**src/rtl/vlsu_pkg.sv**
```systemverilog
// Shared definitions for the vector load/store unit: default geometry and
// the control FSM state encoding.
package vlsu_pkg;

    localparam int XLEN_DEF       = 32;
    localparam int VLEN_DEF       = 128;
    localparam int ELEN_DEF       = 32;
    localparam int NLANES_DEF     = 4;
    localparam int ADDR_WIDTH_DEF = 10;

    typedef enum logic [1:0] {
        IDLE  = 2'd0,
        ISSUE = 2'd1,
        DRAIN = 2'd2,
        RESP  = 2'd3
    } state_e;

endpackage

```
**src/rtl/vlsu_addr_gen.sv**
```systemverilog
// Per-lane element address and enable generation. The address wraps modulo
// 2^XLEN and only its low ADDR_WIDTH bits reach the memory lane.
module vlsu_addr_gen
    import vlsu_pkg::*;
#(
    parameter int XLEN       = XLEN_DEF,
    parameter int ELEN       = ELEN_DEF,
    parameter int ADDR_WIDTH = ADDR_WIDTH_DEF,
    parameter int VLW        = 3
) (
    input  logic [XLEN-1:0]       base,
    input  logic [XLEN-1:0]       stride,
    input  logic                  strided,
    input  logic [XLEN-1:0]       elem,
    input  logic [VLW-1:0]        vl_eff,
    input  logic                  mask_bit,
    output logic [ADDR_WIDTH-1:0] addr,
    output logic                  enable
);

    logic [XLEN-1:0] step;
    logic [XLEN-1:0] full_addr;

    // Unit-stride steps by one element's byte size; strided uses the signed stride.
    assign step      = strided ? stride : XLEN'(ELEN / 8);
    assign full_addr = base + elem * step;
    assign addr      = full_addr[ADDR_WIDTH-1:0];
    assign enable    = (elem < XLEN'(vl_eff)) && mask_bit;

endmodule

```
**src/rtl/vector_lsu.sv**
```systemverilog
// Vector load/store unit: accepts one vector request, issues it to NLANES
// memory lanes over ceil(vl_eff/NLANES) beats, gathers load data, and
// holds a single response until it is consumed.
module vector_lsu
    import vlsu_pkg::*;
#(
    parameter int  XLEN       = XLEN_DEF,
    parameter int  VLEN       = VLEN_DEF,
    parameter int  ELEN       = ELEN_DEF,
    parameter int  NLANES     = NLANES_DEF,
    parameter int  ADDR_WIDTH = ADDR_WIDTH_DEF,
    localparam int NELEM      = VLEN / ELEN,
    localparam int VLW        = $clog2(NELEM) + 1
) (
    input  logic                         clk,
    input  logic                         rst_n,
    input  logic                         req_valid,
    output logic                         req_ready,
    input  logic                         req_store,
    input  logic                         req_strided,
    input  logic [XLEN-1:0]              req_base,
    input  logic [XLEN-1:0]              req_stride,
    input  logic [VLW-1:0]               req_vl,
    input  logic [NELEM-1:0]             req_mask,
    input  logic [VLEN-1:0]              req_wdata,
    output logic [NLANES-1:0]            mem_re,
    output logic [NLANES-1:0]            mem_we,
    output logic [NLANES*ADDR_WIDTH-1:0] mem_addr,
    output logic [NLANES*ELEN-1:0]       mem_wdata,
    input  logic [NLANES*ELEN-1:0]       mem_rdata,
    output logic                         rsp_valid,
    input  logic                         rsp_ready,
    output logic [VLEN-1:0]              rsp_rdata,
    output logic                         busy
);

    localparam int MW = (NELEM > 1) ? $clog2(NELEM) : 1;

    state_e             state, state_nxt;
    logic [VLW-1:0]     beat;
    logic [VLW-1:0]     nbeats;
    logic [VLW-1:0]     vl_in;
    logic               accept;

    // Latched request payload.
    logic               store_q;
    logic               strided_q;
    logic [XLEN-1:0]    base_q;
    logic [XLEN-1:0]    stride_q;
    logic [VLW-1:0]     vl_eff;
    logic [NELEM-1:0]   mask_q;
    logic [VLEN-1:0]    wdata_q;

    // Lane enables and the one-cycle-delayed read tracking for capture.
    logic [NLANES-1:0]  lane_en;
    logic [NLANES-1:0]  rd_en_q;
    logic [VLW-1:0]     rd_beat_q;

    assign accept    = req_valid && req_ready;
    assign vl_in     = (req_vl > VLW'(NELEM)) ? VLW'(NELEM) : req_vl;
    assign nbeats    = VLW'((int'(vl_eff) + NLANES - 1) / NLANES);

    assign req_ready = (state == IDLE);
    assign busy      = (state != IDLE);
    assign rsp_valid = (state == RESP);
    assign mem_re    = (state == ISSUE && !store_q) ? lane_en : '0;
    assign mem_we    = (state == ISSUE &&  store_q) ? lane_en : '0;

    // Per-lane element index, mask lookup, address and store data.
    for (genvar l = 0; l < NLANES; l++) begin : g_lane
        logic [XLEN-1:0] elem;
        logic [MW-1:0]   eidx;
        logic            in_range;
        logic            mask_bit;

        assign elem     = XLEN'(beat) * XLEN'(NLANES) + XLEN'(l);
        assign eidx     = elem[MW-1:0];
        assign in_range = (elem < XLEN'(NELEM));
        assign mask_bit = in_range ? mask_q[eidx] : 1'b0;

        vlsu_addr_gen #(
            .XLEN       (XLEN),
            .ELEN       (ELEN),
            .ADDR_WIDTH (ADDR_WIDTH),
            .VLW        (VLW)
        ) u_addr_gen (
            .base     (base_q),
            .stride   (stride_q),
            .strided  (strided_q),
            .elem     (elem),
            .vl_eff   (vl_eff),
            .mask_bit (mask_bit),
            .addr     (mem_addr[l*ADDR_WIDTH +: ADDR_WIDTH]),
            .enable   (lane_en[l])
        );

        assign mem_wdata[l*ELEN +: ELEN] = in_range ? wdata_q[eidx*ELEN +: ELEN] : '0;
    end

    // Next-state logic for the request/issue/drain/response sequence.
    always_comb begin
        // NOTE: default first so every path assigns state_nxt and no latch is inferred.
        state_nxt = state;
        case (state)
            IDLE:    if (req_valid) state_nxt = (vl_in == '0) ? DRAIN : ISSUE;
            ISSUE:   if (beat == nbeats - 1'b1) state_nxt = DRAIN;
            DRAIN:   state_nxt = RESP;
            RESP:    if (rsp_ready) state_nxt = IDLE;
            default: state_nxt = IDLE;
        endcase
    end

    // Control state, beat counter and read-capture pipeline.
    always_ff @(posedge clk or negedge rst_n) begin
        if (!rst_n) begin
            state     <= IDLE;
            beat      <= '0;
            rd_en_q   <= '0;
            rd_beat_q <= '0;
        end else begin
            // NOTE: non-blocking so every register samples pre-edge values of the others.
            state     <= state_nxt;
            rd_en_q   <= mem_re;
            rd_beat_q <= beat;
            if (accept) begin
                beat <= '0;
            end else if (state == ISSUE) begin
                beat <= beat + 1'b1;
            end
        end
    end

    // Request payload capture on handshake.
    always_ff @(posedge clk) begin
        // NOTE: payload is only read after an accept loads it, so it needs no reset.
        if (accept) begin
            store_q   <= req_store;
            strided_q <= req_strided;
            base_q    <= req_base;
            stride_q  <= req_stride;
            vl_eff    <= vl_in;
            mask_q    <= req_mask;
            wdata_q   <= req_wdata;
        end
    end

    // Load result assembly: cleared on accept, filled the cycle after each beat.
    always_ff @(posedge clk or negedge rst_n) begin
        if (!rst_n) begin
            rsp_rdata <= '0;
        end else if (accept) begin
            rsp_rdata <= '0;
        end else begin
            for (int l = 0; l < NLANES; l++) begin
                if (rd_en_q[l]) begin
                    rsp_rdata[(int'(rd_beat_q) * NLANES + l) * ELEN +: ELEN] <= mem_rdata[l*ELEN +: ELEN];
                end
            end
        end
    end

endmodule
```
**config.mk**
```make
export PLATFORM = sky130hd
export DESIGN_NAME = vector_lsu
export DESIGN_NICKNAME = d
export VERILOG_FILES = /design/src/rtl/vlsu_pkg.sv /design/src/rtl/vlsu_addr_gen.sv /design/src/rtl/vector_lsu.sv
export SDC_FILE = /design/constraint.sdc
export NUM_CORES = 1
export LEC_CHECK = 0
export BUFFER_PORTS_ARGS = -buffer_cell sky130_fd_sc_hd__buf_2
export CAP_MARGIN = 15
export CORE_AREA = 2 2 245 247
export CTS_BUF_LIST = sky130_fd_sc_hd__clkbuf_4
export CTS_CLUSTER_SIZE = 12
export DETAILED_ROUTE_END_ITERATION = 8
export DIE_AREA = 0 0 247 249
export SLEW_MARGIN = 10
export SYNTH_ARGS = -nofsm -noshare
export SYNTH_HDL_FRONTEND = slang
export SYNTH_SLANG_ARGS = --single-unit
```
**constraint.sdc**
```tcl
create_clock -name clk -period 10.1 [get_ports clk]
set_input_delay 0.505 -clock clk [delete_from_list [all_inputs] [get_ports clk]]
set_output_delay 0.505 -clock clk [all_outputs]
set_load 0.01 [all_outputs]
```
=== Word level (Yosys, flattened, before mapping) ===
Index checks and enable logic that the tools add are counted.

* Magnitude comparators: 12
* Add/subtract/negate cells: 19
* Equal/unequal tests: 7
* Mux-type cells: 37
* Shifts and indexed selects: 11
* Multipliers: 4
* Reductions and logical operators: 14
* Bitwise operators: 1

{| class="wikitable"
|+ Operator list
! operator !! number
|-
| 128-bit 2-to-1 mux || 8
|-
| 128-bit bitwise mux || 4
|-
| 32-bit by 33-bit variable shift with 128-bit output (first input constant) || 4
|-
| 32-bit by 33-bit variable part select with 128-bit output || 4
|-
| 128-bit by 8-bit variable part select with 32-bit output || 3
|-
| 32-bit 2-to-1 mux || 5
|-
| 11-bit negation with 33-bit output || 3
|-
| 6-bit by 32-bit multiplier with 10-bit output || 3
|-
| 10-bit adder || 4
|-
| 10-bit negation with 33-bit output || 1
|-
| 3-bit by 32-bit multiplier with 8-bit output || 1
|-
| 5-bit by 2-bit adder with 6-bit output (second input constant) || 4
|-
| 6-bit by 3-bit < comparator with 1-bit output || 3
|-
| 6-bit by 3-bit < comparator with 1-bit output (second input constant) || 3
|-
| 5-bit by 1-bit adder with 6-bit output (second input constant) || 2
|-
| 2-bit by 3-bit < comparator with 1-bit output (second input constant) || 3
|-
| 3-bit 2-to-1 mux || 3
|-
| 2-bit 2-to-1 mux || 4
|-
| 4-bit 2-to-1 mux || 2
|-
| 2-bit case mux with 4 select lines || 1
|-
| 1-bit logical AND || 7
|-
| 1-bit 2-to-1 mux || 7
|-
| 1-bit binary-select mux with 2-bit select || 3
|-
| 5-bit by 3-bit < comparator with 1-bit output || 1
|-
| 19 further kinds || 22
|}

* Flip-flop bits (word level): 319
* Input port bits: 333

=== Logic depth before layout (Yosys ltp) ===
* Depth after elaboration: 14
* Gate-level depth with buffers: 16
* Gate-level depth less buffers: 16

=== Cells and area by module ===
Synthesis repeated with hierarchy kept, for this count alone.

* Cell total of the unflattened synthesis: 1,716
* Area total of the unflattened synthesis: 20,066.7 um^2

{| class="wikitable"
|+ Modules (own cells, without submodules)
! module !! area each (um^2) !! cells each !! times used
|-
| vector_lsu || 12,376.9 || 784 || 1
|-
| vlsu_addr_gen (g_lane[0].u_addr_gen ...) || 1,921.8 || 233 || 2
|-
| vlsu_addr_gen (g_lane[2].u_addr_gen) || 1,926.8 || 232 || 1
|-
| vlsu_addr_gen (g_lane[3].u_addr_gen) || 1,919.3 || 234 || 1
|}

=== Worst setup path after synthesis ===
No wires, ideal clock.

* Kind: flip-flop to flip-flop
* Start: register state[0]
* End: register rsp_rdata[10]
* Period minus slack after synthesis: 5.870 ns
* Library setup time: 0.065 ns
* Data required time: 10.035 ns
* Stages on the path, launching flop included: 8
* Arrival time: 5.805 ns
* Setup slack: 4.230 ns
* Buffers on the path: 1
* Path through: dfrtp_1 > inv_1 > ha_1 > nand2_1 > clkinv_1 > a41oi_1 > buf_2 > a22o_1

* Longest elaborated chain between the ends: 3

{| class="wikitable"
|+ Ends and longest elaborated chain
! element !! RTL line !! RTL
|-
| start: declaration || vector_lsu.sv:39 || <nowiki>state_e state, state_nxt;</nowiki>
|-
| start signal: assignment || vector_lsu.sv:122 || <nowiki>state <= state_nxt;</nowiki>
|-
| 2-bit zero test || vector_lsu.sv:63 || <nowiki>assign req_ready = (state == IDLE);</nowiki>
|-
| named net req_ready || vector_lsu.sv:18 || <nowiki>output logic req_ready,</nowiki>
|-
| 1-bit logical AND || vector_lsu.sv:59 || <nowiki>assign accept = req_valid && req_ready;</nowiki>
|-
| named net accept || vector_lsu.sv:43 || <nowiki>logic accept;</nowiki>
|-
| 128-bit 2-to-1 mux || vector_lsu.sv:151 || <nowiki>end else if (accept) begin</nowiki>
|-
| end signal: indexed assignment || vector_lsu.sv:156 || <nowiki>rsp_rdata[(int'(rd_beat_q) * NLANES + l) * ELEN +: ELEN] <= mem_rdata[l*ELEN +: ELEN];</nowiki>
|-
| end: declaration || vector_lsu.sv:33 || <nowiki>output logic [VLEN-1:0] rsp_rdata,</nowiki>
|}

The timed path passes the listed nets, and every way through them passes these cells.
A chain may end at the register's enable or synchronous reset.

=== Worst setup path after layout ===
* Start: register beat[0]
* End: output mem_addr[39]

* Longest elaborated chain between the ends: 3

{| class="wikitable"
|+ Ends and longest elaborated chain
! element !! RTL line !! RTL
|-
| start: declaration || vector_lsu.sv:40 || <nowiki>logic [VLW-1:0] beat;</nowiki>
|-
| start signal: assignment || vector_lsu.sv:128 || <nowiki>beat <= beat + 1'b1;</nowiki>
|-
| 5-bit by 2-bit adder with 6-bit output || vector_lsu.sv:76 || <nowiki>assign elem = XLEN'(beat) * XLEN'(NLANES) + XLEN'(l);</nowiki>
|-
| 6-bit by 32-bit multiplier with 10-bit output || vlsu_addr_gen.sv:26 || <nowiki>assign full_addr = base + elem * step;</nowiki>
|-
| 10-bit adder || vlsu_addr_gen.sv:26 ||
|-
| end: declaration || vector_lsu.sv:28 || <nowiki>output logic [NLANES*ADDR_WIDTH-1:0] mem_addr,</nowiki>
|}

No other way between the ends.

==> impl_results.rst <==
.. list-table::
   :header-rows: 1

   * - Metric
     - Value
   * - Result of the run
     - complete, no violations
   * - Number of buffers created by CTS
     - between 80 and 90
   * - Largest cells by area after synthesis
     - sky130_fd_sc_hd__edfxtp_1, sky130_fd_sc_hd__dfrtp_1, sky130_fd_sc_hd__fa_1
   * - Initial detailed-routing violation count
     - about 530
   * - Library cell with the largest summed area after synthesis
     - sky130_fd_sc_hd__edfxtp_1
   * - Most common library cells after synthesis
     - sky130_fd_sc_hd__edfxtp_1, sky130_fd_sc_hd__dfrtp_1, sky130_fd_sc_hd__and2_1
   * - Overall via count from detail_route
     - approximately 12k
   * - H-Tree Depth
     - 3
   * - Final Critical Period
     - roughly 6.2 ns
   * - Final-report hold violation count
     - 0
   * - Cell area after synthesis
     - between 0.01 and 0.015 mm²
   * - Leakage
     - 11.0 nW
   * - Area of the die
     - ~0.062 mm²
   * - Post-synth EDFFs
     - roughly 160
   * - Proportion of synthesized flip-flops having asynchronous set or reset
     - between 40% and 50%
   * - Arrival time worst endpoint
     - around 5.7 ns
   * - Via-per-instance ratio
     - 4.25
   * - Number of storage elements in the synthesis netlist
     - roughly 300
   * - Weighted congestion reported at the end of routability-driven placement
     - a little under 0.9
   * - Commonest register cell after synthesis
     - sky130_fd_sc_hd__edfxtp_1
   * - Number of antenna violations at the first check in global routing
     - 10
   * - Crit path max fanout
     - 13
   * - Main combinational cell family by area after synthesis
     - adder cells
   * - Max Buffers Root-to-Sink
     - 3
   * - Clock edge transition at the registers on the reported setup and hold paths
     - roughly 0.06 ns
   * - CTS sink cnt
     - between 200 and 300
   * - Sort of element at the start of the critical path
     - flip-flop
   * - First-pass GRT wire length
     - roughly 73000 µm
   * - Final-stage net count
     - ~2.5k
   * - Quantity of I/O buffers inserted on ports
     - just under 600
   * - Share of layout cells above drive strength 1
     - 36.6%
   * - Fmax
     - between 0.15 and 0.2 GHz
   * - P per Cell Area
     - around 260 mW/mm²
   * - # Post-CTS Setup Buffers
     - 0
   * - IR Drop Worst-Case VDD
     - approximately 0.24 mV
   * - Post-synthesis mux area share
     - less than 1%
   * - Final clock skew
     - between 0.06 and 0.07 ns
   * - Overall track demand over capacity in global routing
     - 15.4%
   * - Fraction of the yosys area taken by sequential cells
     - between 50% and 60%
   * - Capture point of the critical path
     - mem_addr[39]
   * - Average cell area after synthesis
     - ~14 µm²
   * - Stage delay of the slowest cell on the critical path
     - ~0.8 ns
   * - Max-slew violation count
     - 0
   * - Worst r2r src
     - state[0]
   * - Number of maximum-capacitance constraint violations
     - 0
   * - Std-Cell Rows
     - 89
   * - Combined buffer and inverter count along the critical path
     - 4
   * - Compound-Gate Fraction of Synth Area
     - 10.2%
   * - Internal reg-to-reg setup slack
     - slightly below 7 ns
   * - Type of destination of the critical path
     - output port
   * - Core region area
     - between 0.05 and 0.06 mm²
   * - Wire length per cell after detailed routing
     - about 17 µm
   * - Root cell of the clock tree
     - sky130_fd_sc_hd__clkbuf_4
   * - First-pass DRT Iterations
     - 5
   * - Number of cells on the worst reg-to-reg path
     - 5
   * - Overall routed net length
     - ~49000 µm
   * - TritonCTS clock tree
     - built
   * - Startpoint-to-endpoint class of the critical path
     - flip-flop to output port
   * - Cell depth of the worst min-delay path
     - 4
   * - Final period utilization
     - between 60% and 70%
   * - Critical R2R Capture
     - wdata_q[85]
   * - Slowest library cell on the worst path
     - sky130_fd_sc_hd__dfrtp_1
   * - Synthesized-area fraction occupied by and/or/nand/nor cells
     - 8.92%
   * - Post-route antenna net violation count
     - 0
   * - Beginning of the critical path
     - beat[0]
   * - Fill count
     - 5573
   * - Largest delay share family, worst path
     - adder cells
   * - Share of synthesized cell area in full adder, half adder and majority cells
     - 15.8%
   * - Overall power after layout
     - a little under 6 mW
   * - Number of synthesis warnings
     - 0
   * - Area added between synthesis and finish
     - 54.4%
   * - Netlist cell types
     - 47
   * - Count of unresolved DRC violations after routing
     - 0
   * - Xor-xnor portion of the synthesized cell area
     - under 10%
   * - Sum of negative setup slack
     - 0 ns
   * - Tightest Pin Transition
     - slightly above 1 ns
   * - Slew headroom
     - approximately a third
   * - Critical-path cell list
     - inv_1 -> nor2_1 -> fa_1 -> ha_1 -> ha_1 -> inv_1 -> fa_1 -> inv_1 -> ha_1 -> a21o_1 -> a211oi_1 -> nor2_1 -> o41ai_2 -> xnor2_1 -> xnor2_1 -> buf_2
   * - Number of nets produced by synthesis
     - around 1.5k
   * - Width of the chip
     - between 200 and 250 µm
   * - Stages on worst setup path
     - 16
   * - Share of the synthesized area in the top cell type
     - 32.8%
   * - Setup-violating endpoint count in the final report
     - 0
   * - Pin count of the biggest net entering global routing
     - 97
   * - HPWL after DPL
     - 34100 µm
   * - Vias in the first global route
     - 13.1k
   * - Die height
     - between 200 and 250 µm
   * - Effective utilization at floorplan
     - 24.5%
   * - Classification of the worst-slack hold path
     - input port to flip-flop
   * - Later-pin clock latency in the skew report
     - a little under 0.8 ns
   * - Critical path required time
     - between 9 and 10 ns
   * - Number of top-level design ports
     - 640
   * - GRT overflow
     - 0
   * - RSZ-0062 raised after global routing
     - no
   * - Cell with the most instances after synthesis
     - sky130_fd_sc_hd__edfxtp_1
   * - Cells after synthesis
     - between 1k and 1.5k
[worst min path at each step]
stage | startpoint | slack [ns] | endpoint
2_1_floorplan | rst_n | 0.21 | beat[0]
3_3_place_gp | rsp_rdata[8] | 0.48 | rsp_rdata[8]
3_5_place_dp | rsp_rdata[78] | 0.49 | rsp_rdata[78]
4_1_cts | rsp_ready | 0.06 | state[1]
5_1_grt | rsp_ready | 0.15 | state[1]
6_report | rsp_ready | 0.20 | state[1]
[layout by cell type, fill, tap and decap left out, drive strengths merged, types with 6 or more instances in the layout]
cell and instances:
buf 606, dlygate4sd3 286, edfxtp 157, dfrtp 140, and2 133, a22o 128, clkbuf 111, inv 94
ha 86, fa 60, xnor2 43, nor2 37, nand2 24, clkinv 23, a21oi 20, xor2 12
nor2b 10, diode 8, a21o 8, and3 8, o21ai 7, nor3 6
[area by class of cell]
class,instances,area (µm²),area share (%)
Multi-Input combinational cell,616,5630,25.4
Timing Repair Buffer,892,5960,26.8
Sequential cell,297,8220,37.0
Inverter,92,350,1.58
Tap cell,773,967,4.36
Clock inverter,31,228,1.03
Clock buffer,111,833,3.75
Antenna cell,8,20.0,0.0902
[worst register-to-register path, cell delays in order, from the launching register on]
cell and delay (ns):
sky130_fd_sc_hd__dfrtp_1 0.41, sky130_fd_sc_hd__inv_1 0.10, sky130_fd_sc_hd__ha_1 0.24, sky130_fd_sc_hd__nand2_1 0.30, sky130_fd_sc_hd__inv_6 0.77, sky130_fd_sc_hd__buf_4 0.88
[kinds of logic after synthesis]
logic type	after synthesis
compound gates	181
xor+xnor	57
fa+ha+maj	146
buf+inv	140
flops	297
mux	3
simple gates	229
[per-layer routing]
layer | global-route usage [%] | vias up | wire [µm]
met4 | 6.57 | 8 | 1660
met3 | 5.94 | 116 | 4540
met1 | 17.0 | 5747 | 18800
met5 | 0 | - | 46
met2 | 26.3 | 547 | 23500
li1 | - | 5573 | -
[state kept, by name, indices dropped and copies added (netlist names)]
register	count
state	2
mask_q	4
wdata_q	128
stride_q	10
rd_beat_q	3
rd_en_q	4
beat	3
store_q	1
vl_eff	3
strided_q	1
rsp_rdata	128
base_q	10
[repair_timing]
item,CTS,global route
setup endpoints to repair,0,0
endpoints found under the hold margin,355,0
hold buffers,286,0
gates resized for setup,0,0
[power by group]
group | internal (mW) | total (mW) | switching (mW) | leakage [nW]
Combinational | 1.33 | 3.11 | 1.78 | 6.98
Clock | 0.591 | 1.13 | 0.540 | 0.613
Sequential | 1.49 | 1.59 | 0.102 | 3.40
[stage by stage]
stage	cell area [µm²]	std cells	utilization (%)	setup slack (ns)	hold slack [ns]
finish	22200	2820	37.8	3.87	0.200
global route	22200	2820	37.8	3.34	0.149
CTS	22100	2810	37.7	3.67	0.0621
detailed placement	18200	2382	31.0	4.59	0.486
global placement	18200	2382	31.0	4.59	0.482
floorplan	14400	1053	-	4.23	0.209
No activity file was read; power rests on OpenSTA's default activity.
